==> config.mk <==
export PLATFORM = sky130hd
export DESIGN_NAME = pc_redirect_ctrl
export DESIGN_NICKNAME = d
export VERILOG_FILES = /design/src/rtl/pc_ctrl_pkg.sv /design/src/rtl/redirect_pending_buf.sv /design/src/rtl/pc_redirect_ctrl.sv
export SDC_FILE = /design/constraint.sdc
export NUM_CORES = 1
export LEC_CHECK = 0
export BUFFER_PORTS_ARGS = -buffer_cell sky130_fd_sc_hd__buf_4
export CAP_MARGIN = 20
export CORE_MARGIN = 2
export CORE_UTILIZATION = 49
export DETAILED_ROUTE_END_ITERATION = 8
export GPL_TIMING_DRIVEN = 0
export PLACE_DENSITY = 0.9
export SETUP_SLACK_MARGIN = 0.5
export SLEW_MARGIN = 20
export SYNTH_ARGS = -nofsm -noshare
export SYNTH_HDL_FRONTEND = slang
export SYNTH_HIERARCHICAL = 1
export SYNTH_SLANG_ARGS = --single-unit
==> constraint.sdc <==
create_clock -name clk -period 3.65 [get_ports clk]
set_clock_uncertainty 0.2 [all_clocks]
set_input_delay 0.5475 -clock clk [delete_from_list [all_inputs] [get_ports clk]]
set_output_delay 0.5475 -clock clk [all_outputs]
set_load 0.02 [all_outputs]
==> src/rtl/pc_ctrl_pkg.sv <==
// Shared definitions for the fetch-stage PC redirect control slice.
package pc_ctrl_pkg;

   typedef enum logic {
      IDLE    = 1'b0,
      RECOVER = 1'b1
   } redirect_state_t;

   localparam int unsigned PC_RESET_VAL           = 0;
   localparam int unsigned DEFAULT_RECOVER_CYCLES = 2;

endpackage

==> src/rtl/redirect_pending_buf.sv <==
// One-entry buffer holding a predictor redirect target that could not be
// applied yet. A set on a full buffer overwrites the held target; clear wins
// over set. Kept as its own block so a second fetch lane can reuse it.
module redirect_pending_buf
   import pc_ctrl_pkg::*;
#(
   parameter int WIDTH = 32
) (
   input  logic             clk,
   input  logic             rst_n,
   input  logic             set,
   input  logic             clr,
   input  logic [WIDTH-1:0] set_pc,
   output logic             vld,
   output logic [WIDTH-1:0] pc
);

   // Capture or overwrite the target on set, drop the entry on clear.
   always_ff @(posedge clk or negedge rst_n) begin
      if (!rst_n) begin
         vld <= 1'b0;
         pc  <= WIDTH'(PC_RESET_VAL);
      end else if (clr) begin
         vld <= 1'b0;
      end else if (set) begin
         vld <= 1'b1;
         pc  <= set_pc;
      end
   end

endmodule

==> src/rtl/pc_redirect_ctrl.sv <==
// Fetch-stage PC redirect controller. Arbitrates execute-stage mispredicts,
// predictor redirects and fetch stalls, drives the PC register controls and
// pipeline flushes, and keeps a fetch epoch for stale-instruction filtering.
// Optional statistics counters are enabled by defining PC_REDIRECT_STATS_EN.
module pc_redirect_ctrl
   import pc_ctrl_pkg::*;
#(
   parameter int          WIDTH          = 32,
   parameter int unsigned RECOVER_CYCLES = DEFAULT_RECOVER_CYCLES,
   parameter int          EPOCH_W        = 2,
   parameter int          CNT_W          = 32
) (
   input  logic               clk,
   input  logic               rst_n,
   input  logic               stall_f_i,
   input  logic               mispredict_i,
   input  logic [WIDTH-1:0]   mispredict_pc_i,
   input  logic               predict_i,
   input  logic [WIDTH-1:0]   predict_pc_i,
   output logic               pc_en_o,
   output logic               pc_redirect_o,
   output logic [WIDTH-1:0]   mispredict_target_pc_o,
   output logic               pc_predict_redirect_o,
   output logic [WIDTH-1:0]   predicted_target_pc_o,
   output logic               flush_fd_o,
   output logic               flush_de_o,
   output logic               recovering_o,
   output logic [EPOCH_W-1:0] epoch_o
`ifdef PC_REDIRECT_STATS_EN
   ,
   output logic [CNT_W-1:0]   mispredict_cnt_o,
   output logic [CNT_W-1:0]   predict_cnt_o
`endif
);

   localparam int RC_W = (RECOVER_CYCLES > 0) ? $clog2(RECOVER_CYCLES + 1) : 1;
   localparam logic [RC_W-1:0] REC_LOAD = RC_W'(RECOVER_CYCLES);

   redirect_state_t  fsm;
   logic [RC_W-1:0]  rec_cnt;
   logic [EPOCH_W-1:0] epoch;
   logic             pend_vld;
   logic [WIDTH-1:0] pend_pc;

   logic mis_take;
   logic pred_take;
   logic pend_take;
   logic pend_set;
   logic pend_clr;

   // Decide which redirect source owns this cycle; everything is gated by
   // reset so the PC register sees all-zero controls while rst_n is low.
   always_comb begin
      mis_take  = 1'b0;
      pred_take = 1'b0;
      pend_take = 1'b0;
      pend_set  = 1'b0;
      pend_clr  = 1'b0;
      if (rst_n) begin
         if (mispredict_i) begin
            mis_take = 1'b1;
            pend_clr = 1'b1;
         end else if (fsm == IDLE) begin
            if (predict_i && !stall_f_i) begin
               pred_take = 1'b1;
               pend_clr  = 1'b1;
            end else if (predict_i && stall_f_i) begin
               pend_set  = 1'b1;
            end else if (pend_vld && !stall_f_i) begin
               pend_take = 1'b1;
               pend_clr  = 1'b1;
            end
         end
      end
   end

   // Drive the PC register controls and flushes from the arbitration result.
   always_comb begin
      pc_en_o                = rst_n & ~stall_f_i;
      pc_redirect_o          = mis_take;
      mispredict_target_pc_o = mis_take ? mispredict_pc_i : '0;
      pc_predict_redirect_o  = pred_take | pend_take;
      predicted_target_pc_o  = '0;
      if (pred_take) begin
         predicted_target_pc_o = predict_pc_i;
      end else if (pend_take) begin
         predicted_target_pc_o = pend_pc;
      end
      flush_fd_o   = mis_take | pred_take | pend_take;
      flush_de_o   = mis_take;
      recovering_o = rst_n & (fsm == RECOVER);
      epoch_o      = rst_n ? epoch : '0;
   end

   // Mispredicts bump the epoch and (re)start the recovery window; the window
   // then counts down every cycle, stalled or not, back to IDLE.
   always_ff @(posedge clk or negedge rst_n) begin
      if (!rst_n) begin
         fsm     <= IDLE;
         rec_cnt <= '0;
         epoch   <= '0;
      end else if (mispredict_i) begin
         epoch <= epoch + EPOCH_W'(1);
         if (RECOVER_CYCLES > 0) begin
            fsm     <= RECOVER;
            rec_cnt <= REC_LOAD;
         end else begin
            fsm     <= IDLE;
            rec_cnt <= '0;
         end
      end else if (fsm == RECOVER) begin
         rec_cnt <= rec_cnt - RC_W'(1);
         if (rec_cnt == RC_W'(1)) begin
            fsm <= IDLE;
         end
      end
   end

   redirect_pending_buf #(
      .WIDTH(WIDTH)
   ) u_pend (
      .clk   (clk),
      .rst_n (rst_n),
      .set   (pend_set),
      .clr   (pend_clr),
      .set_pc(predict_pc_i),
      .vld   (pend_vld),
      .pc    (pend_pc)
   );

`ifdef PC_REDIRECT_STATS_EN
   logic [CNT_W-1:0] mis_cnt;
   logic [CNT_W-1:0] pred_cnt;

   // Saturating event counters for mispredicts and issued predictor redirects.
   always_ff @(posedge clk or negedge rst_n) begin
      if (!rst_n) begin
         mis_cnt  <= '0;
         pred_cnt <= '0;
      end else begin
         if (mispredict_i && (mis_cnt != '1)) begin
            mis_cnt <= mis_cnt + CNT_W'(1);
         end
         if (pc_predict_redirect_o && (pred_cnt != '1)) begin
            pred_cnt <= pred_cnt + CNT_W'(1);
         end
      end
   end

   assign mispredict_cnt_o = mis_cnt;
   assign predict_cnt_o    = pred_cnt;
`endif

endmodule

After elaboration in Yosys (flattened, before gate mapping)
Index checks and enable logic that the tools add are counted.
Operators by class
  $add $sub $neg: 2
  eq/ne operators: 1
  muxes and demuxes: 32
  bitwise logic cells: 7
  reduce and logical (&&, ||, !) cells: 7
Operators with widths (count)
  two-way mux 32 bit: 3
  two-way mux 1 bit: 26
  two-way mux 2 bit: 3
  nonzero test 2 bit: 2
  logical AND 1 bit: 3
  OR 1 bit: 3
  adder 2 x 1 -> 2 bit, second input constant: 1
  bitwise AND 1 bit: 2
  == test 2 x 1 -> 1 bit, second input constant: 1
  NOT 1 bit: 2
  AND reduction 2 bit: 1
  subtractor 2 x 1 -> 2 bit, second input constant: 1
  zero test 1 bit: 1
Storage, ports and cells
  register bits: 38
  input port bits: 69
  output and inout port bits: 72
  word-level logic and storage cells: 54

Logic depth before layout (Yosys ltp)
Gate-level depths: netlist of the first run.
  depth after elaboration: 10
  depth in mapped cells: 7

Hierarchy
Netlist of the first run, hierarchy kept.
By module, submodules not included
  redirect_pending_buf: instances 1, cells each 72, area an instance 1391.3 µm²
  pc_redirect_ctrl: instances 1, cells each 181, area an instance 1239.9 µm²

Least setup slack after synthesis of the first run
No wires, ideal clock.
  path kind: input -> register
  start point: input mispredict_i
  end point: register u_pend.pc[0]
  arrival time: 2.103 ns
  path slack: 1.221 ns
  stages: 7
  buffers on the path: 3
  path through: or4b_1 buf_6 o21bai_1 nor2b_4 buf_6 buf_12 mux2_4
Between the ends
  word-level cells in the longest chain between the ends: 4
Ends and longest elaborated chain
  from (decl): line pc_redirect_ctrl.sv:16  | input logic mispredict_i,
  two-way mux 1 bit: line pc_redirect_ctrl.sv:60  | if (mispredict_i) begin
  two-way mux 1 bit: line pc_redirect_ctrl.sv:59  | if (rst_n) begin
  named net pend_clr: line pc_redirect_ctrl.sv:49  | logic pend_clr;
  NOT 1 bit (no line)
  AND reduction 2 bit (no line)
  to (signal assigned): line redirect_pending_buf.sv:22  | pc <= WIDTH'(PC_RESET_VAL);
  to (signal assigned): line redirect_pending_buf.sv:27  | pc <= set_pc;
  to (decl): line redirect_pending_buf.sv:15  | output logic [WIDTH-1:0] pc
The timed path passes the listed nets, and every way through them passes these cells.
A chain may end at the register's enable or synchronous reset.

Worst setup path in the final report of the first run
  start point: input rst_n
  end point: output predicted_target_pc_o[20]
Between the ends
  word-level cells in the longest chain between the ends: 3
Ends and longest elaborated chain
  from (decl): line pc_redirect_ctrl.sv:14  | input logic rst_n,
  two-way mux 1 bit: line pc_redirect_ctrl.sv:59
  two-way mux 32 bit: line pc_redirect_ctrl.sv:86  | end else if (pend_take) begin
  two-way mux 32 bit (*): line pc_redirect_ctrl.sv:84  | if (pred_take) begin
  to (decl): line pc_redirect_ctrl.sv:24  | output logic [WIDTH-1:0] predicted_target_pc_o,
Every way passes the cells marked *; elsewhere a longest branch is shown, timed or not.

==> results.sh, run 1 <==
export IMPL_cpPeakStageDelay_ns=0.50
export IMPL_dp_hpwl_um=5280
export IMPL_final_hold_viol_count=0
export IMPL_core_um2=5140
export IMPL_clkSinkCount=38
export IMPL_grt_use_met1=0.298
export IMPL_maxSlewViolCount=0
export IMPL_tightest_slew_ns=0.508
export IMPL_busiest_layer="met2"
export IMPL_synth_top_cell_by_area="dfrtp_1"
export IMPL_finalSetupTns_ns=0
export IMPL_wl_um=7020
export IMPL_synth_warnings=6
export IMPL_clk_latency_ns=0.28
export IMPL_r2r_start="fsm"
export IMPL_finalSetupViolCount=0
export IMPL_postCtsSetupBuffers=0
export IMPL_drc_errors=0
export IMPL_drtAntennaViolNets=0
export IMPL_grt_pass1_wl_um=11600
export IMPL_clockBufferDepth=2
export IMPL_synth_area_top_cells="dfrtp_1 (36%), mux2_4 (17%), a21oi_2 (9.7%), nand3b_1 (9.1%), and3_1 (7.6%)"
export IMPL_viasPerCell=5.07
export IMPL_wl_per_cell_um=14.9
export IMPL_gr_total_overflow=0
export IMPL_synth_top_cells_by_count="dfrtp_1 (38), nand2_1 (34), and3_1 (32), nand3b_1 (32), mux2_4 (30)"
export IMPL_synth_most_common_cell="dfrtp_1"
export IMPL_finalCritPeriodShare=0.775
export IMPL_cts_made_buffers=5
export IMPL_drtIter0Drc=103
export IMPL_cp_data_arrival_time_ns=2.08
export IMPL_yosysSeqAreaShare=0.361
export IMPL_ir_worst_vdd_v=0.000232
export IMPL_max_clock_freq_mhz=354
export IMPL_drive_gt1_frac=0.545
export IMPL_numPortBuffers=139
export IMPL_die_area_um2=5970
export IMPL_globalplace_congestion=0.860
export IMPL_outcome="complete, no violations"
export IMPL_critPathKind="input port to primary output"
export IMPL_ctsHoldBuffers=0
export IMPL_critical_path_most_common_cell="buf_4"
export IMPL_grt_max_degree=42
export IMPL_critPathBufInv=4
export IMPL_syn2layout_area_growth_pct=46.5
export IMPL_synth_seq_cells=38
export IMPL_rsz0062_at_grt="false"
export IMPL_initial_core_util=0.512
export IMPL_synth_edf_count=0
export IMPL_fillCellCount=401
export IMPL_rows=26
export IMPL_cts_resized=0
export IMPL_grt_pass1_vias=2498
export IMPL_final_nets=469
export IMPL_worst_path_max_delay_cell="or4b_1"
export IMPL_p_leak_nw=1.92
export IMPL_fp_dieH_um=77.3
export IMPL_syn_num_nets=323
export IMPL_dr_pass1_iters=4
export IMPL_whs_ns=0.0224
export IMPL_ys_async_sr_fraction=1.00
export IMPL_critical_path_top_delay_family="buffers and inverters"
export IMPL_synthesis_instances=253
export IMPL_maxSlewHeadroom=0.662
export IMPL_ctsRootBufferMaster="clkbuf_8"
export IMPL_syn_area_per_cell_um2=10.4
export IMPL_grtUsageMet3=0.0565
export IMPL_crit_fanout=41
export IMPL_antenna_cells=0
export IMPL_cp_start_kind="input port"
export IMPL_clk_pin_slew_ns=0.08
export IMPL_path_cells="buf_4 -> or4b_1 -> buf_6 -> buf_8 -> a21oi_2 -> buf_4"
export IMPL_grt_antenna_before_repair=0
export IMPL_crit_start="rst_n"
export IMPL_synth_cell_types=28
export IMPL_synth_top_cell_area_share=0.361
export IMPL_htreeDepth=2
export IMPL_vias=2383
export IMPL_cts_tree="built"
export IMPL_grt_usage=0.241
export IMPL_dieWidth_um=77.3
export IMPL_critPathRequiredTime_ns=2.90
export IMPL_cap_violations=0
export IMPL_powerDensity_nw_per_um2=318
export IMPL_hold_class="input port to asynchronous set/reset pin"
export IMPL_grtUsageMet2=0.424
export IMPL_synth_flop_cell="dfrtp_1"
export IMPL_io_pins=141
export IMPL_syn_area_um2=2630
export IMPL_end_kind="primary output"
export IMPL_fin_crit_ns=2.83
## placed cells by master, fill, tap and decap left out, types with 2 or more instances in the layout
cell	n
nor2_1	4
dfrtp_1	38
and3_1	32
and2_1	4
buf_4	140
inv_1	3
a21oi_2	29
buf_6	2
nand2_1	34
mux2_4	30
buf_12	3
xnor2_1	2
buf_8	3
clkbuf_8	6
a21oi_1	3
clkbuf_1	20
nand3b_1	32
o21bai_1	2
mux2_2	2
## area by class of cell
| class | instances | area [um^2] | share of cell area |
|---|---|---|---|
| sequential | 38 | 951 | 0.247 |
| multi-input combinational | 184 | 1460 | 0.380 |
| tap | 70 | 87.6 | 0.0227 |
| clock inverter | 1 | 5.00 | 0.00130 |
| inverter | 3 | 11.3 | 0.00292 |
| buffer | 28 | 206 | 0.0536 |
| timing repair buffer | 139 | 1040 | 0.271 |
| clock buffer | 7 | 86.3 | 0.0224 |
## flip-flops by register name, summed over array words and instances (netlist names)
register	flops
u_pend/vld	1
epoch	2
rec_cnt	2
u_pend/pc	32
fsm	1
## per-stage QoR
| stage | std cells | setup slack (ns) | instance area [um^2] | utilization | power [mW] |
|---|---|---|---|---|---|
| floorplan | 253 | 1.22 | 2630 | - | 0.784 |
| global placement | 462 | 0.728 | 3760 | 0.732 | 0.920 |
| detailed placement | 462 | 0.694 | 3760 | 0.732 | 0.935 |
| CTS | 470 | 0.798 | 3850 | 0.750 | 1.24 |
| global route | 470 | 0.714 | 3850 | 0.750 | 1.29 |
| finish | 470 | 0.822 | 3850 | 0.750 | 1.23 |
## routing by layer
layer	vias up	wire length (um)	share of wire
met3	6	496	0.071
met2	102	3560	0.51
met4	0	68	0.0097
met1	1115	2890	0.41
li1	1160	-	-
met5	-	0	0
## power by group
group,switching [mW],internal (mW),total (mW)
clock network,0.144,0.152,0.297
registers,0.0552,0.511,0.566
logic,0.150,0.214,0.364
total,0.349,0.877,1.23
## path summary, 6_finish.rpt
check	slack (ns)	endpoint	cells after the start
max	0.82	predicted_target_pc_o[20]	6
min in group clk	0.27	epoch[1]	1
max reg2reg	1.27	u_pend/pc[18]	7
max in group asynchronous	2.86	u_pend/pc[25]	1
min reg2reg	0.27	epoch[1]	1
min	0.02	u_pend/pc[27]	1
## cells by family (layout without fill, tap and decap cells)
logic type,Yosys count,count (layout),share of synthesized area
compound gates,36,36,0.113
xor+xnor,3,3,0.00999
fa+ha+maj,1,1,0.00475
buf+inv,31,178,0.0827
flops,38,38,0.361
mux,32,32,0.180
simple gates,112,112,0.249
Power figures use the tool's default switching activity.
==> inputs of run 2 (changes only) <==
- CORE_UTILIZATION: 49 -> 45
- PLACE_DENSITY: 0.9 -> 0.84
- clock period: 3.65 -> 2.69 ns (I/O delays scaled with it)
==> run 2 against run 1 <==
Compared with the run above: the run now ends with negative hold slack left; design area is 9.1% higher; critical path depth fell by 1; total power is 36% higher; setup slack got worse by 0.49 ns; sequential share of layout area fell by 2.0 points; final cell count grew 2.3%; wire length up 8.4%; die area grew 8.4%; clock power rose by 25%; flip-flop and latch count stayed put; count of clock-buffer cells in the layout is 2 lower; utilization up 0.45 points; critical path type is now flip-flop to primary output; largest power group unchanged.
==> results.sh, run 2 (synthesis gave the netlist of run 1 again) <==
export IMPL_crit_fanout=10
export IMPL_grt_use_met1=0.294
export IMPL_gr_total_overflow=0
export IMPL_grt_pass1_wl_um=12200
export IMPL_largestRegisters="u_pend/pc x32, epoch x2, rec_cnt x2"
export IMPL_combPwrFrac=0.317
export IMPL_whs_ns=-0.246
export IMPL_htreeDepth=2
export IMPL_maxSlewHeadroom=0.628
export IMPL_final_util=0.754
export IMPL_critPathRequiredTime_ns=2.09
export IMPL_max_clock_freq_mhz=424
export IMPL_grt_pass1_vias=2570
export IMPL_syn2layout_area_growth_pct=59.8
export IMPL_antenna_cells=0
export IMPL_core_um2=5570
export IMPL_globalplace_congestion=0.867
export IMPL_drc_errors=0
export IMPL_pwr_share_seq=0.461
export IMPL_initial_core_util=0.472
export IMPL_critical_path_most_common_cell="buf_6"
export IMPL_p_leak_nw=2.04
export IMPL_rsz0062_at_grt="true"
export IMPL_cp_data_arrival_time_ns=1.75
export IMPL_dr_pass1_iters=4
export IMPL_switchingPower_mw=0.489
export IMPL_ctsRootBufferMaster="clkbuf_8"
export IMPL_crit_cells=5
export IMPL_clockBufferDepth=2
export IMPL_numPortBuffers=139
export IMPL_fin_crit_ns=2.36
export IMPL_final_hold_viol_count=38
export IMPL_path_cells="or4b_4 -> buf_6 -> buf_12 -> a21oi_4 -> buf_6"
export IMPL_drtIter0Drc=76
export IMPL_wl_um=7610
export IMPL_dieWidth_um=80.5
export IMPL_cts_tree="built"
export IMPL_grtUsageMet2=0.437
export IMPL_clkSinkCount=38
export IMPL_vias=2487
export IMPL_grtUsageMet3=0.0360
export IMPL_finalSetupViolCount=0
export IMPL_clk_latency_ns=0.27
export IMPL_grt_max_degree=42
export IMPL_die_area_um2=6470
export IMPL_busiest_layer="met2"
export IMPL_drive_gt1_frac=0.587
export IMPL_worst_path_max_delay_cell="or4b_4"
export IMPL_dp_hpwl_um=5410
export IMPL_rows=27
export IMPL_finalCritPeriodShare=0.876
export IMPL_grt_usage=0.241
export IMPL_r2r_slack_ns=0.36
export IMPL_rr_worst_depth=8
export IMPL_clk_pin_slew_ns=0.07
export IMPL_critPathKind="flip-flop to primary output"
export IMPL_maxSlewViolCount=0
export IMPL_r2r_end="u_pend/pc[3]"
export IMPL_powerDensity_nw_per_um2=396
export IMPL_top_register="u_pend/pc"
export IMPL_violations="negative hold slack"
export IMPL_outcome="complete, but fails checks"
export IMPL_critical_path_top_delay_family="simple AND/OR/NAND/NOR gates"
export IMPL_final_cell_mix="buf_4 (130), dfrtp_1 (37), nand2_1 (34), nand3b_1 (32), and3_1 (32)"
export IMPL_hold_class="input port to asynchronous set/reset pin"
export IMPL_cp_start_kind="flip-flop"
export IMPL_critPathBufInv=3
export IMPL_cpPeakStageDelay_ns=0.48
export IMPL_clkPwrFrac=0.222
export IMPL_final_nets=479
export IMPL_final_common_cell="buf_4"
export IMPL_place_inst=464
export IMPL_fin_cells=481
export IMPL_intPower_mw=1.18
export IMPL_io_pins=141
export IMPL_viasPerCell=5.17
export IMPL_end_kind="primary output"
export IMPL_cts_made_buffers=5
export IMPL_ir_worst_vdd_v=0.000204
export IMPL_cap_violations=0
export IMPL_drtAntennaViolNets=0
export IMPL_largest_reg_flops=32
export IMPL_r2r_start="fsm"
export IMPL_fp_dieH_um=80.5
export IMPL_wl_per_cell_um=15.8
export IMPL_grt_antenna_before_repair=0
export IMPL_tightest_slew_ns=0.556
export IMPL_sw_frac_of_total=0.293
==> run 2: worst max-delay path by stage <==
stage | end | slack, ns | from
3_5_place_dp | u_pend/pc[10] | -0.007 | rst_n
6_report | predicted_target_pc_o[18] | 0.33 | fsm
2_1_floorplan | u_pend/pc[0] | 0.51 | mispredict_i
4_1_cts | predicted_target_pc_o[16] | 0.32 | fsm
5_1_grt | predicted_target_pc_o[19] | 0.29 | u_pend/vld
3_3_place_gp | u_pend/pc[27] | 0.03 | rst_n
==> run 2: final cells by class <==
class	instances	area, um^2
Multi-Input combinational cell	184	1600
Fill cell	402	1370
Timing Repair Buffer	149	1230
Sequential cell	38	952
Buffer	28	241
Tap cell	72	90.1
Clock buffer	5	68.8
Inverter	3	11.3
Clock inverter	2	10.0
==> run 2: power by group through the flow <==
stage / Sequential [mW] / Clock [mW] / Combinational [mW]
6_report: 0.768 / 0.370 / 0.528
5_1_grt: 0.783 / 0.403 / 0.573
4_1_cts: 0.764 / 0.383 / 0.524
3_5_place_dp: 0.774 / 0 / 0.498
3_3_place_gp: 0.768 / 0 / 0.485
2_1_floorplan: 0.755 / 0 / 0.311
==> run 2: what timing repair did <==
action                                 in CTS  in global routing
endpoints found under the hold margin      38                 38
cloned                                      2                  0
setup buffers                               8                  0
setup endpoints to repair                  88                 87
pin swaps                                   1                  1
resized for setup                          28                 31
==> run 2: per-layer routing <==
| layer | up-vias | share of wire | wire [um] |
|---|---|---|---|
| met5 | - | 0 | 0 |
| met4 | 0 | 0.020 | 153 |
| met3 | 13 | 0.060 | 454 |
| met2 | 105 | 0.52 | 3950 |
| met1 | 1183 | 0.40 | 3050 |
| li1 | 1186 | - | - |
==> run 2: per-stage QoR <==
stage                     total power, mW  setup TNS [ns]  area (um^2)  hold slack, ns  worst slack, ns
after floorplan                      1.07               0         2640         -0.0921            0.512
after global placement               1.25               0         3780           0.212           0.0267
after detailed placement             1.27         -0.0180         3780           0.215         -0.00701
after CTS                            1.67               0         4080          -0.239            0.317
after global routing                 1.76               0         4200          -0.247            0.287
final                                1.67               0         4200          -0.246            0.332
==> inputs of run 3 (changes only) <==
- CORE_UTILIZATION: 45 -> 44
- SYNTH_HIERARCHICAL: 1 -> unset
==> run 3 against run 2 <==
Compared with the run above: the run now ends clean; design area shrank 1.5%; count of clock-buffer cells in the layout unchanged; wire length rose by 3.0%; critical endpoint is now predicted_target_pc_o[12]; highest routed layer unchanged; fmax fell by 1.8%; via count is 1.5% higher; non-clock buffer count decreased by 3; largest cell class unchanged; die area is 4.2% lower; setup slack got worse by 0.044 ns.
==> results.sh, run 3 <==
export IMPL_vias=2524
export IMPL_maxSlewHeadroom=0.685
export IMPL_clockBufferDepth=2
export IMPL_grtUsageMet3=0.0477
export IMPL_syn_area_um2=2460
export IMPL_fp_dieH_um=78.8
export IMPL_grt_max_degree=39
export IMPL_switchingPower_mw=0.579
export IMPL_core_um2=5440
export IMPL_ir_worst_vdd_v=0.000298
export IMPL_clkPwrFrac=0.259
export IMPL_grt_antenna_before_repair=0
export IMPL_dp_hpwl_um=5410
export IMPL_max_clock_freq_mhz=416
export IMPL_drc_errors=0
export IMPL_place_inst=464
export IMPL_intPower_mw=1.30
export IMPL_synth_most_common_cell="dfrtp_1"
export IMPL_finalSetupTns_ns=0
export IMPL_path_cells="nand2b_4 -> or3_4 -> buf_12 -> buf_12 -> a21oi_2 -> buf_4"
export IMPL_synth_flop_cell="dfrtp_1"
export IMPL_largestRegisters="u_pend.pc x32, epoch x2, rec_cnt x2"
export IMPL_yosysSeqAreaShare=0.387
export IMPL_viasPerCell=5.26
export IMPL_critPathRequiredTime_ns=2.09
export IMPL_ys_async_sr_fraction=1.00
export IMPL_synth_warnings=0
export IMPL_antenna_cells=0
export IMPL_multi_input_area_um2=1510
export IMPL_synth_edf_count=0
export IMPL_final_hold_viol_count=0
export IMPL_rsz0062_at_grt="true"
export IMPL_clk_pin_slew_ns=0.08
export IMPL_finalSetupViolCount=0
export IMPL_syn2layout_area_growth_pct=68.3
export IMPL_largest_reg_flops=32
export IMPL_pwr_share_seq=0.429
export IMPL_critical_path_most_common_cell="buf_12"
export IMPL_fin_crit_ns=2.40
export IMPL_syn_area_per_cell_um2=9.76
export IMPL_io_pins=141
export IMPL_die_area_um2=6200
export IMPL_globalplace_congestion=0.759
export IMPL_final_cell_mix="buf_4 (122), dfrtp_1 (37), nand2_1 (35), nand3b_1 (32), and3_1 (32)"
export IMPL_rows=27
export IMPL_tightest_slew_ns=0.472
export IMPL_synth_top_cells_by_count="dfrtp_1 (38), nand2_1 (35), and3_1 (32), nand3b_1 (32), mux2_2 (30)"
export IMPL_whs_ns=0.146
export IMPL_powerDensity_nw_per_um2=453
export IMPL_grt_use_met1=0.280
export IMPL_combPwrFrac=0.312
export IMPL_final_common_cell="buf_4"
export IMPL_cts_tree="built"
export IMPL_drive_gt1_frac=0.578
export IMPL_gr_total_overflow=0
export IMPL_cpPeakStageDelay_ns=0.42
export IMPL_crit_fanout=5
export IMPL_htreeDepth=2
export IMPL_numPortBuffers=140
export IMPL_outcome="complete, no violations"
export IMPL_cap_violations=0
export IMPL_critPathKind="flip-flop to primary output"
export IMPL_grt_pass1_wl_um=11700
export IMPL_synth_top_cell_area_share=0.387
export IMPL_drtAntennaViolNets=0
export IMPL_end_kind="primary output"
export IMPL_p_leak_nw=2.01
export IMPL_grtUsageMet2=0.430
export IMPL_cp_start_kind="flip-flop"
export IMPL_grt_pass1_vias=2475
export IMPL_regArea_um2=952
export IMPL_ctsRootBufferMaster="clkbuf_8"
export IMPL_dr_pass1_iters=4
export IMPL_grt_usage=0.236
export IMPL_synth_area_top_cells="dfrtp_1 (39%), mux2_2 (14%), a21oi_2 (10%), nand3b_1 (9.8%), and3_1 (8.1%)"
export IMPL_synth_seq_cells=38
export IMPL_hold_class="input port to flip-flop"
export IMPL_maxSlewViolCount=0
export IMPL_finalCritPeriodShare=0.893
export IMPL_drtIter0Drc=160
export IMPL_wl_um=7830
export IMPL_sw_frac_of_total=0.309
export IMPL_final_nets=477
export IMPL_initial_core_util=0.452
export IMPL_worst_path_max_delay_cell="dfrtp_2"
export IMPL_fillCellCount=371
export IMPL_clkSinkCount=38
export IMPL_cp_data_arrival_time_ns=1.80
export IMPL_synthesis_instances=252
export IMPL_wl_per_cell_um=16.3
export IMPL_syn_num_nets=322
export IMPL_cts_made_buffers=5
export IMPL_clk_latency_ns=0.28
export IMPL_synth_top_cell_by_area="dfrtp_1"
export IMPL_synth_cell_types=26
export IMPL_fin_cells=480
export IMPL_busiest_layer="met2"
export IMPL_dieWidth_um=78.8
export IMPL_top_register="u_pend.pc"
-- run 3: critical path: cells and delay by family, from the launching register on --
kind	cells	cell delay, ns
flops	1	0.42
buf+inv	3	0.46
simple gates	2	0.50
compound gates	1	0.12
-- run 3: final cells by class --
cell class / count / share of cell area
Inverter: 4 / 0.00363
Sequential cell: 38 / 0.230
Multi-Input combinational cell: 184 / 0.364
Timing Repair Buffer: 148 / 0.306
Clock buffer: 5 / 0.0166
Buffer: 26 / 0.0471
Clock inverter: 3 / 0.0109
Tap cell: 72 / 0.0218
-- run 3: final timing paths --
check / to / slack [ns] / startpoint / depth (start not counted)
hold reg to reg: epoch[1] / 0.27 / epoch[1] / 1
hold / removal: u_pend.pc[20] / 0.15 / predict_pc_i[20] / 2
setup / recovery: predicted_target_pc_o[12] / 0.29 / fsm / 6
min in group asynchronous: u_pend.pc[23] / 0.52 / rst_n / 3
setup reg to reg: u_pend.pc[12] / 0.80 / fsm / 5
max in group asynchronous: fsm / 1.57 / rst_n / 3
-- run 3: timing repair --
item,in CTS,in global routing
hold endpoints to repair,38,0
pin swaps,2,2
resized for setup,25,44
setup buffers,3,0
gates cloned,1,2
setup endpoints to repair,36,53
hold buffers,2,0
-- run 3: per-stage QoR --
| step | area (um^2) | setup slack (ns) | power, mW | utilization |
|---|---|---|---|---|
| floorplan | 2460 | 0.638 | 1.11 | - |
| global placement | 3600 | 0.0685 | 1.32 | 0.662 |
| detailed placement | 3600 | 0.0501 | 1.34 | 0.662 |
| CTS | 3900 | 0.282 | 1.85 | 0.717 |
| global route | 4140 | 0.216 | 1.98 | 0.761 |
| finish | 4140 | 0.288 | 1.87 | 0.761 |
-- run 3: layer usage --
| layer | share of wire | wire length [um] |
|---|---|---|
| met5 | 0 | 0 |
| met1 | 0.39 | 3060 |
| met3 | 0.064 | 504 |
| met2 | 0.53 | 4160 |
| met4 | 0.013 | 104 |
-- run 3: logic make-up after synthesis --
family | synth area share
AO/OA/AOI/OAI | 0.125
flip-flops | 0.387
AND/OR/NAND/NOR | 0.260
adder cells (fa/ha/maj) | 0.00509
buffers and inverters | 0.0661
multiplexers | 0.146
XOR/XNOR | 0.0107
-- run 3: power groups by stage --
stage / Clock, mW / Combinational [mW] / Sequential (mW)
2_1_floorplan: 0 / 0.326 / 0.788
3_3_place_gp: 0 / 0.518 / 0.799
3_5_place_dp: 0 / 0.533 / 0.810
4_1_cts: 0.493 / 0.562 / 0.797
5_1_grt: 0.523 / 0.637 / 0.820
6_report: 0.485 / 0.586 / 0.804
